File: src/rtl/pool_pkg.sv
`default_nettype none
// +----------------------------------------------------------------------+
// | pool_pkg: shared geometry constants and entry layout for the pooled  |
// | output buffer.                                  Revision: 1.0        |
// +----------------------------------------------------------------------+
package pool_pkg;

  localparam int unsigned DEF_N     = 16;
  localparam int unsigned DEF_M     = 4;
  localparam int unsigned DEF_P     = 2;
  localparam int unsigned DEF_DEPTH = 8;

  localparam int unsigned Q         = DEF_M / DEF_P;
  localparam int unsigned FRAME_LEN = Q * Q;
  localparam int unsigned PTR_W     = $clog2(DEF_DEPTH);

  typedef struct packed {
    logic              last;
    logic              row_end;
    logic [DEF_N-1:0]  data;
  } entry_t;

  function automatic int unsigned side_len(input int unsigned m, input int unsigned p);
    return m / p;
  endfunction

endpackage
`default_nettype wire

File: src/rtl/sync_fifo_fwft.sv
`default_nettype none
// +----------------------------------------------------------------------+
// | sync_fifo_fwft: first-word fall-through FIFO; a pop is allowed to    |
// | free the slot a same-cycle push needs when full.  Revision: 1.0      |
// +----------------------------------------------------------------------+
module sync_fifo_fwft #(
  parameter int unsigned W     = 18,
  parameter int unsigned DEPTH = 8
) (
  input  logic                       clk,
  input  logic                       rst,
  input  logic                       i_clear,
  input  logic                       i_push,
  input  logic                       i_pop,
  input  logic [W-1:0]               i_wdata,
  output logic [W-1:0]               o_rdata,
  output logic                       o_valid,
  output logic [$clog2(DEPTH):0]     o_fill,
  output logic                       o_push_ok,
  output logic                       o_pop_ok
);

  localparam int unsigned PTR_W  = $clog2(DEPTH);
  localparam int unsigned FILL_W = PTR_W + 1;

  logic [W-1:0]      r_mem [DEPTH];
  logic [PTR_W-1:0]  r_wptr;
  logic [PTR_W-1:0]  r_rptr;
  logic [FILL_W-1:0] r_fill;

  logic w_full;
  logic w_push_ok;
  logic w_pop_ok;

  assign w_full    = (r_fill == FILL_W'(DEPTH));
  assign w_pop_ok  = !i_clear && i_pop && (r_fill != '0);
  assign w_push_ok = !i_clear && i_push && (!w_full || w_pop_ok);

  always_ff @(posedge clk or posedge rst) begin
    if (rst) begin
      r_wptr <= '0;
      r_rptr <= '0;
      r_fill <= '0;
    end else if (i_clear) begin
      r_wptr <= '0;
      r_rptr <= '0;
      r_fill <= '0;
    end else begin
      if (w_push_ok) r_wptr <= r_wptr + PTR_W'(1);
      if (w_pop_ok)  r_rptr <= r_rptr + PTR_W'(1);
      case ({w_push_ok, w_pop_ok})
        2'b10:   r_fill <= r_fill + FILL_W'(1);
        2'b01:   r_fill <= r_fill - FILL_W'(1);
        default: r_fill <= r_fill;
      endcase
    end
  end

  // Storage is not reset; the read port is masked while empty instead.
  always_ff @(posedge clk) begin
    if (w_push_ok) r_mem[r_wptr] <= i_wdata;
  end

  assign o_valid   = (r_fill != '0);
  assign o_rdata   = o_valid ? r_mem[r_rptr] : '0;
  assign o_fill    = r_fill;
  assign o_push_ok = w_push_ok;
  assign o_pop_ok  = w_pop_ok;

endmodule
`default_nettype wire

File: src/rtl/pool_out_buffer.sv
`default_nettype none
// +----------------------------------------------------------------------+
// | pool_out_buffer: tags pooled results with row/frame position and     |
// | buffers them for a back-pressuring consumer.     Revision: 1.0       |
// +----------------------------------------------------------------------+
module pool_out_buffer
  import pool_pkg::*;
#(
  parameter int unsigned N     = DEF_N,
  parameter int unsigned M     = DEF_M,
  parameter int unsigned P     = DEF_P,
  parameter int unsigned DEPTH = DEF_DEPTH
) (
  input  logic                   clk,
  input  logic                   master_rst,
  input  logic                   clear,
  input  logic                   in_valid,
  input  logic [N-1:0]           in_data,
  output logic                   out_valid,
  input  logic                   out_ready,
  output logic [N-1:0]           out_data,
  output logic                   out_row_end,
  output logic                   out_last,
  output logic [$clog2(DEPTH):0] fill,
  output logic                   overflow,
  output logic                   frame_done
);

  localparam int unsigned QS = side_len(M, P);
  localparam int unsigned CW = (QS > 1) ? $clog2(QS) : 1;

  logic [CW-1:0] r_wcol;
  logic [CW-1:0] r_wrow;
  logic          r_overflow;
  logic          r_frame_done;

  logic          w_row_end;
  logic          w_last;
  logic          w_push_ok;
  logic          w_pop_ok;
  logic [N+1:0]  w_entry;
  logic [N+1:0]  w_head;

  assign w_row_end = (r_wcol == CW'(QS - 1));
  assign w_last    = w_row_end && (r_wrow == CW'(QS - 1));
  assign w_entry   = {w_last, w_row_end, in_data};

  sync_fifo_fwft #(
    .W     (N + 2),
    .DEPTH (DEPTH)
  ) u_fifo (
    .clk       (clk),
    .rst       (master_rst),
    .i_clear   (clear),
    .i_push    (in_valid),
    .i_pop     (out_ready),
    .i_wdata   (w_entry),
    .o_rdata   (w_head),
    .o_valid   (out_valid),
    .o_fill    (fill),
    .o_push_ok (w_push_ok),
    .o_pop_ok  (w_pop_ok)
  );

  // Position only advances on stored results so dropped inputs leave no gap.
  always_ff @(posedge clk or posedge master_rst) begin
    if (master_rst) begin
      r_wcol <= '0;
      r_wrow <= '0;
    end else if (clear) begin
      r_wcol <= '0;
      r_wrow <= '0;
    end else if (w_push_ok) begin
      if (w_row_end) begin
        r_wcol <= '0;
        r_wrow <= w_last ? '0 : r_wrow + CW'(1);
      end else begin
        r_wcol <= r_wcol + CW'(1);
      end
    end
  end

  always_ff @(posedge clk or posedge master_rst) begin
    if (master_rst) begin
      r_overflow   <= 1'b0;
      r_frame_done <= 1'b0;
    end else begin
      if (clear)                        r_overflow <= 1'b0;
      else if (in_valid && !w_push_ok)  r_overflow <= 1'b1;
      r_frame_done <= w_pop_ok && w_head[N+1];
    end
  end

  assign out_data    = w_head[N-1:0];
  assign out_row_end = w_head[N];
  assign out_last    = w_head[N+1];
  assign overflow    = r_overflow;
  assign frame_done  = r_frame_done;

endmodule
`default_nettype wire
File: config.mk
export PLATFORM = sky130hd
export DESIGN_NAME = pool_out_buffer
export DESIGN_NICKNAME = d
export VERILOG_FILES = /design/src/rtl/pool_pkg.sv /design/src/rtl/sync_fifo_fwft.sv /design/src/rtl/pool_out_buffer.sv
export SDC_FILE = /design/constraint.sdc
export NUM_CORES = 1
export LEC_CHECK = 0
export CORE_MARGIN = 1.5
export CORE_UTILIZATION = 30
export DETAILED_ROUTE_END_ITERATION = 16
export PLACE_DENSITY = 0.5
export SYNTH_ARGS = -nofsm -noshare
export SYNTH_HDL_FRONTEND = slang
export SYNTH_HIERARCHICAL = 1
export SYNTH_SLANG_ARGS = --single-unit
File: constraint.sdc
create_clock -name clk -period 6.58 [get_ports clk]
set_input_delay 1.645 -clock clk [delete_from_list [all_inputs] [get_ports clk]]
set_output_delay 1.645 -clock clk [all_outputs]
set_load 0.01 [all_outputs]
* Word level (Yosys, flattened, before mapping)
Memory sizes are Yosys's and may differ from the RTL's. Index checks and enable logic that the tools add are counted.
Operators by class: add/sub/neg operators 6, equal/unequal tests 3, muxes and demuxes 18, reduce and logical (&&, ||, !) cells 18
Operator list (count):
- $mux 18 | 1
- $mux 3 | 4
- $mux 1 | 11
- $pmux 4 s2 | 1
- $reduce_bool 2->1 | 4
- $logic_and 1x1->1 | 7
- $add 3x1->3 const B | 2
- $add 4x1->4 const B | 1
- $eq 4x4->1 const B | 1
- $mux 4 | 1
- $reduce_bool 4->1 | 1
- $sub 4x1->4 const B | 1
- $logic_not 1->1 | 3
- $reduce_bool 3->1 | 1
- $add 1x1->1 const B | 2
- $eq 2x1->1 const B | 1
- $eq 2x2->1 const B | 1
- $reduce_and 2->1 | 1
- $logic_or 1x1->1 | 1
Word-level totals: register bits 14, bits in writable memories 144, bits of input ports 21, word-level logic and storage cells 53, memories kept 1
Memories:
- u_fifo.r_mem | depth 8, width 18, read ports 1, clocked after memory_dff 0, wr ports 1, line sync_fifo_fwft.sv:26 | logic [W-1:0] r_mem [DEPTH];

* Logic depth before layout (Yosys ltp)
depth in word-level cells 9, gate-level depth with buffers 9, gate-level depth less buffers 9

* Cells and area by module
The synthesis kept the hierarchy.
By module, submodules not included:
- sync_fifo_fwft | instances 1, cells each 310, area each 6164.7 µm²
- pool_out_buffer | instances 1, cells each 15, area each 170.2 µm²

* Least setup slack after synthesis
No wires, ideal clock.
path kind input -> register, start input port out_ready, end memory u_fifo.r_mem[0][0], enable pin, setup time 439 ps, arrival 4114 ps, required time 6141 ps, setup slack 2027 ps, stages 4, cell sequence nor2b_1 nor2_1 or2_2 nor4_1
On the way: word-level cells in the longest chain between the ends 6
RTL lines:
- start: declaration | line pool_out_buffer.sv:20 | input logic out_ready,
- $logic_and 1x1->1 (2 in series) | line sync_fifo_fwft.sv:36 | assign w_pop_ok = !i_clear && i_pop && (r_fill != '0);
- $logic_or 1x1->1 | line sync_fifo_fwft.sv:37 | assign w_push_ok = !i_clear && i_push && (!w_full || w_pop_ok);
- $logic_and 1x1->1 | line sync_fifo_fwft.sv:37
- $mux 1 | line sync_fifo_fwft.sv:61 | if (w_push_ok) r_mem[r_wptr] <= i_wdata;
- $mux 1 (implied by the code) | line sync_fifo_fwft.sv:61
- end: declaration | line sync_fifo_fwft.sv:26
No other way between the ends.

* Worst setup path in the final report
start register u_fifo.r_rptr[0], end output port out_last
On the way: word-level cells in the longest chain between the ends 2
RTL lines:
- start: declaration | line sync_fifo_fwft.sv:28 | logic [PTR_W-1:0] r_rptr;
- start signal: assignment | line sync_fifo_fwft.sv:50 | if (w_pop_ok) r_rptr <= r_rptr + PTR_W'(1);
- $mem_v2 8x18
- $mux 18 | line sync_fifo_fwft.sv:65 | assign o_rdata = o_valid ? r_mem[r_rptr] : '0;
- end: declaration | line pool_out_buffer.sv:23 | output logic out_last,
No other way between the ends.

==> impl_metrics.py <==
metrics = {
    "die": {
        "fp.dieW_um": 148,
        "die_h_um": 148,
        "initial_core_util": 0.309,
        "core_um2": 20500,
        "row_count": 52,
        "num_io_pins": 46,
        "die_area_um2": 22000,
    },
    "timing": {
        "clock_skew_ns": 0.00702,
        "timing.final.max_slew_violations": 0,
        "max-slew-margin-rel": 0.169,
        "rsz0062_at_grt": "no",
        "worst_pin_slew_ns": 1.25,
        "setup_viol": 0,
        "fmax_mhz": 208,
        "period_share": 0.730,
        "finalCriticalPeriod_ns": 4.80,
        "fin_tns_setup_ns": 0,
        "hold_violations": 0,
    },
    "synth": {
        "ys_seq_elements": 158,
        "synth_fp_nets": 351,
        "avgSynthCellArea_um2": 19.5,
        "yosys_warnings": 6,
        "yosys.cell_types.count": 36,
        "synth_seq_area_share": 0.738,
        "netlist_instances": 325,
        "syn-cell-area_um2": 6330,
    },
    "cts": {
        "cts_setup_buffers": 0,
        "cts-root-buf": "clkbuf_16",
        "cts_buffers": 17,
        "clkTransAtPathRegs_ns": 0.06,
        "cts-resized-gates": 0,
        "cts_tree": "built",
        "cts.sinks": 158,
        "cts.path.max_buffers": 2,
        "clk_latency_ns": 0.42,
        "htree_levels": 4,
        "holdBufCountCts": 0,
    },
    "finish": {
        "num-nets-final": 412,
        "syn2layout_area_growth_pct": 22.9,
        "layout-drive-gt1-share": 0.231,
        "postLayoutCoreUtil": 0.380,
        "n_fill_cell": 1881,
        "final_cell_mix": "edfxtp_1 (144), clkdlybuf4s50_1 (45), mux4_2 (36)",
        "diodes": 0,
        "final_common_cell": "edfxtp_1",
    },
    "pwr": {
        "sw_frac_of_total": 0.228,
        "ir_drop_v": 0.000170,
        "clkPwrFrac": 0.403,
        "powerDensity_nw_per_um2": 313,
        "power_frac_seq": 0.473,
        "cellLeakagePower_nw": 2.50,
        "comb_power_share": 0.124,
        "power.switching_mw": 0.555,
        "p_int_mw": 1.88,
    },
    "routing": {
        "wl_per_cell_um": 18.9,
        "firstDrtPassIters": 4,
        "viasPerCell": 4.73,
        "first_iter_violations": 168,
        "wirelength_um": 12600,
        "vias": 3162,
        "drtAntennaViolNets": 0,
        "drc": 0,
    },
    "setup_path": {
        "worstPathArrival_ns": 3.16,
        "startpoint_type": "flop",
        "cp_slowest_cell": "dfrtp_2",
        "worstSetupEndpointType": "output port",
        "criticalPathCategory": "flop to output port",
        "crit_fanout": 27,
        "required_ns": 4.93,
        "slowest_delay_ns": 0.98,
        "crit_chain": "buf_4 > mux4_2 > mux2i_1 > nor2_1 > clkdlybuf4s50_1",
    },
    "place": {
        "io_buffers": 45,
        "gp_congestion": 0.731,
        "place_hpwl_um": 7700,
    },
    "global_route": {
        "grt_overflow": 0,
        "grt_pass1_wl_um": 19600,
        "grt_pass1_vias": 3368,
        "grt_use_total": 0.122,
        "grt_max_degree": 39,
        "antenna_found_initial": 0,
    },
    "flow_run": {
        "maxCapViolCount": 0,
    },
    "hold_path": {
        "hold_path_class": "flop to flop",
    },
    "run_status": {
        "outcome": "completed",
    },
}
## path summary, 6_finish.rpt
kind                                   from               end  slack, ns  cells past startpoint
max in group asynchronous        master_rst  u_fifo/r_rptr[0]       4.66                      2
setup reg to reg           u_fifo/o_fill[0]  u_fifo/o_fill[3]       3.75                     10
hold / removal                     overflow          overflow       0.52                      2
setup / recovery           u_fifo/r_rptr[0]          out_last       1.78                      5
hold reg to reg                    overflow          overflow       0.52                      2
min in group asynchronous        master_rst          overflow       1.44                      2
## area by class of cell
type,instances,area (µm²),share of cell area
Sequential cell,158,4680,0.601
Inverter,6,22.5,0.00289
Clock buffer,20,437,0.0561
Timing Repair Buffer,56,533,0.0685
Multi-Input combinational cell,147,1620,0.208
Tap cell,270,338,0.0434
Clock inverter,12,161,0.0207
## power by group through the flow
stage,clock network [mW],registers (mW),logic (mW)
after global placement,0,1.18,0.310
final,0.981,1.15,0.302
after floorplan,0,1.15,0.190
after CTS,1.01,1.16,0.311
after detailed placement,0,1.18,0.310
after global routing,1.04,1.16,0.331
## metrics by stage
stage / cell area (µm²) / hold slack [ns] / setup WS, ns / std cells / power, mW
global placement: 7190 / 0.502 / 1.83 / 637 / 1.49
floorplan: 6330 / 0.522 / 2.03 / 325 / 1.34
CTS: 7780 / 0.523 / 1.66 / 669 / 2.48
finish: 7780 / 0.516 / 1.78 / 669 / 2.44
global route: 7780 / 0.541 / 1.52 / 669 / 2.53
detailed placement: 7190 / 0.515 / 1.76 / 637 / 1.49
## kinds of logic after synthesis
group / count (synthesis) / share of synthesized area
AO/OA/AOI/OAI: 19 / 0.0217
XOR/XNOR: 6 / 0.00830
adder cells (fa/ha/maj): 5 / 0.0111
buffers and inverters: 20 / 0.0132
flip-flops: 158 / 0.738
multiplexers: 57 / 0.162
AND/OR/NAND/NOR: 60 / 0.0456
## critical path: cells and delay by family, from the launching register on
family	cells	cell delay, ns
and+or+nand+nor	1	0.08
DFF	1	0.98
muxes	2	0.74
buffers and inverters	2	0.92
## synthesized netlist by cell type
cell / number / area, µm²
nand3_1: 4 / 20.0
mux2i_1: 19 / 190
or2_2: 1 / 6.26
o211ai_1: 5 / 37.5
o21ai_0: 3 / 15.0
nor3_1: 2 / 10.0
o21ai_2: 1 / 8.76
nand2_1: 5 / 18.8
nor3_2: 1 / 10.0
buf_2: 7 / 35.0
xor2_1: 5 / 43.8
or4b_4: 1 / 13.8
o211a_1: 1 / 10.0
mux4_2: 36 / 811
xnor2_1: 1 / 8.76
and2_1: 2 / 12.5
nor4_2: 1 / 12.5
fa_1: 1 / 20.0
edfxtp_1: 144 / 4320
a21oi_2: 1 / 8.76
clkbuf_1: 6 / 22.5
inv_1: 6 / 22.5
a2bb2oi_2: 1 / 15.0
nor2b_1: 2 / 12.5
ha_1: 4 / 50.1
mux2_4: 1 / 15.0
a211oi_1: 1 / 7.51
mux2_1: 1 / 11.3
buf_1: 1 / 3.75
nand2b_1: 4 / 25.0
nand3b_1: 1 / 7.51
dfrtp_1: 14 / 350
nor4_1: 2 / 12.5
a21oi_1: 5 / 25.0
a21bo_1: 1 / 10.0
nor2_1: 34 / 128
## per-layer routing
metal	share of wire	global-route usage	up-vias
met3	0.033	0.0325	18
met2	0.49	0.196	58
met1	0.46	0.158	1659
met5	0	0	-
met4	0.020	0.0495	0
li1	-	-	1427
## flip-flops by register name, indices dropped and copies added, names as in the netlist
name	count
frame_done	1
overflow	1
r_wrow	1
u_fifo/r_wptr	3
u_fifo/r_mem	144
u_fifo/r_rptr	3
r_wcol	1
u_fifo/o_fill	4
Note: power is estimated with default switching activity, not from simulation.
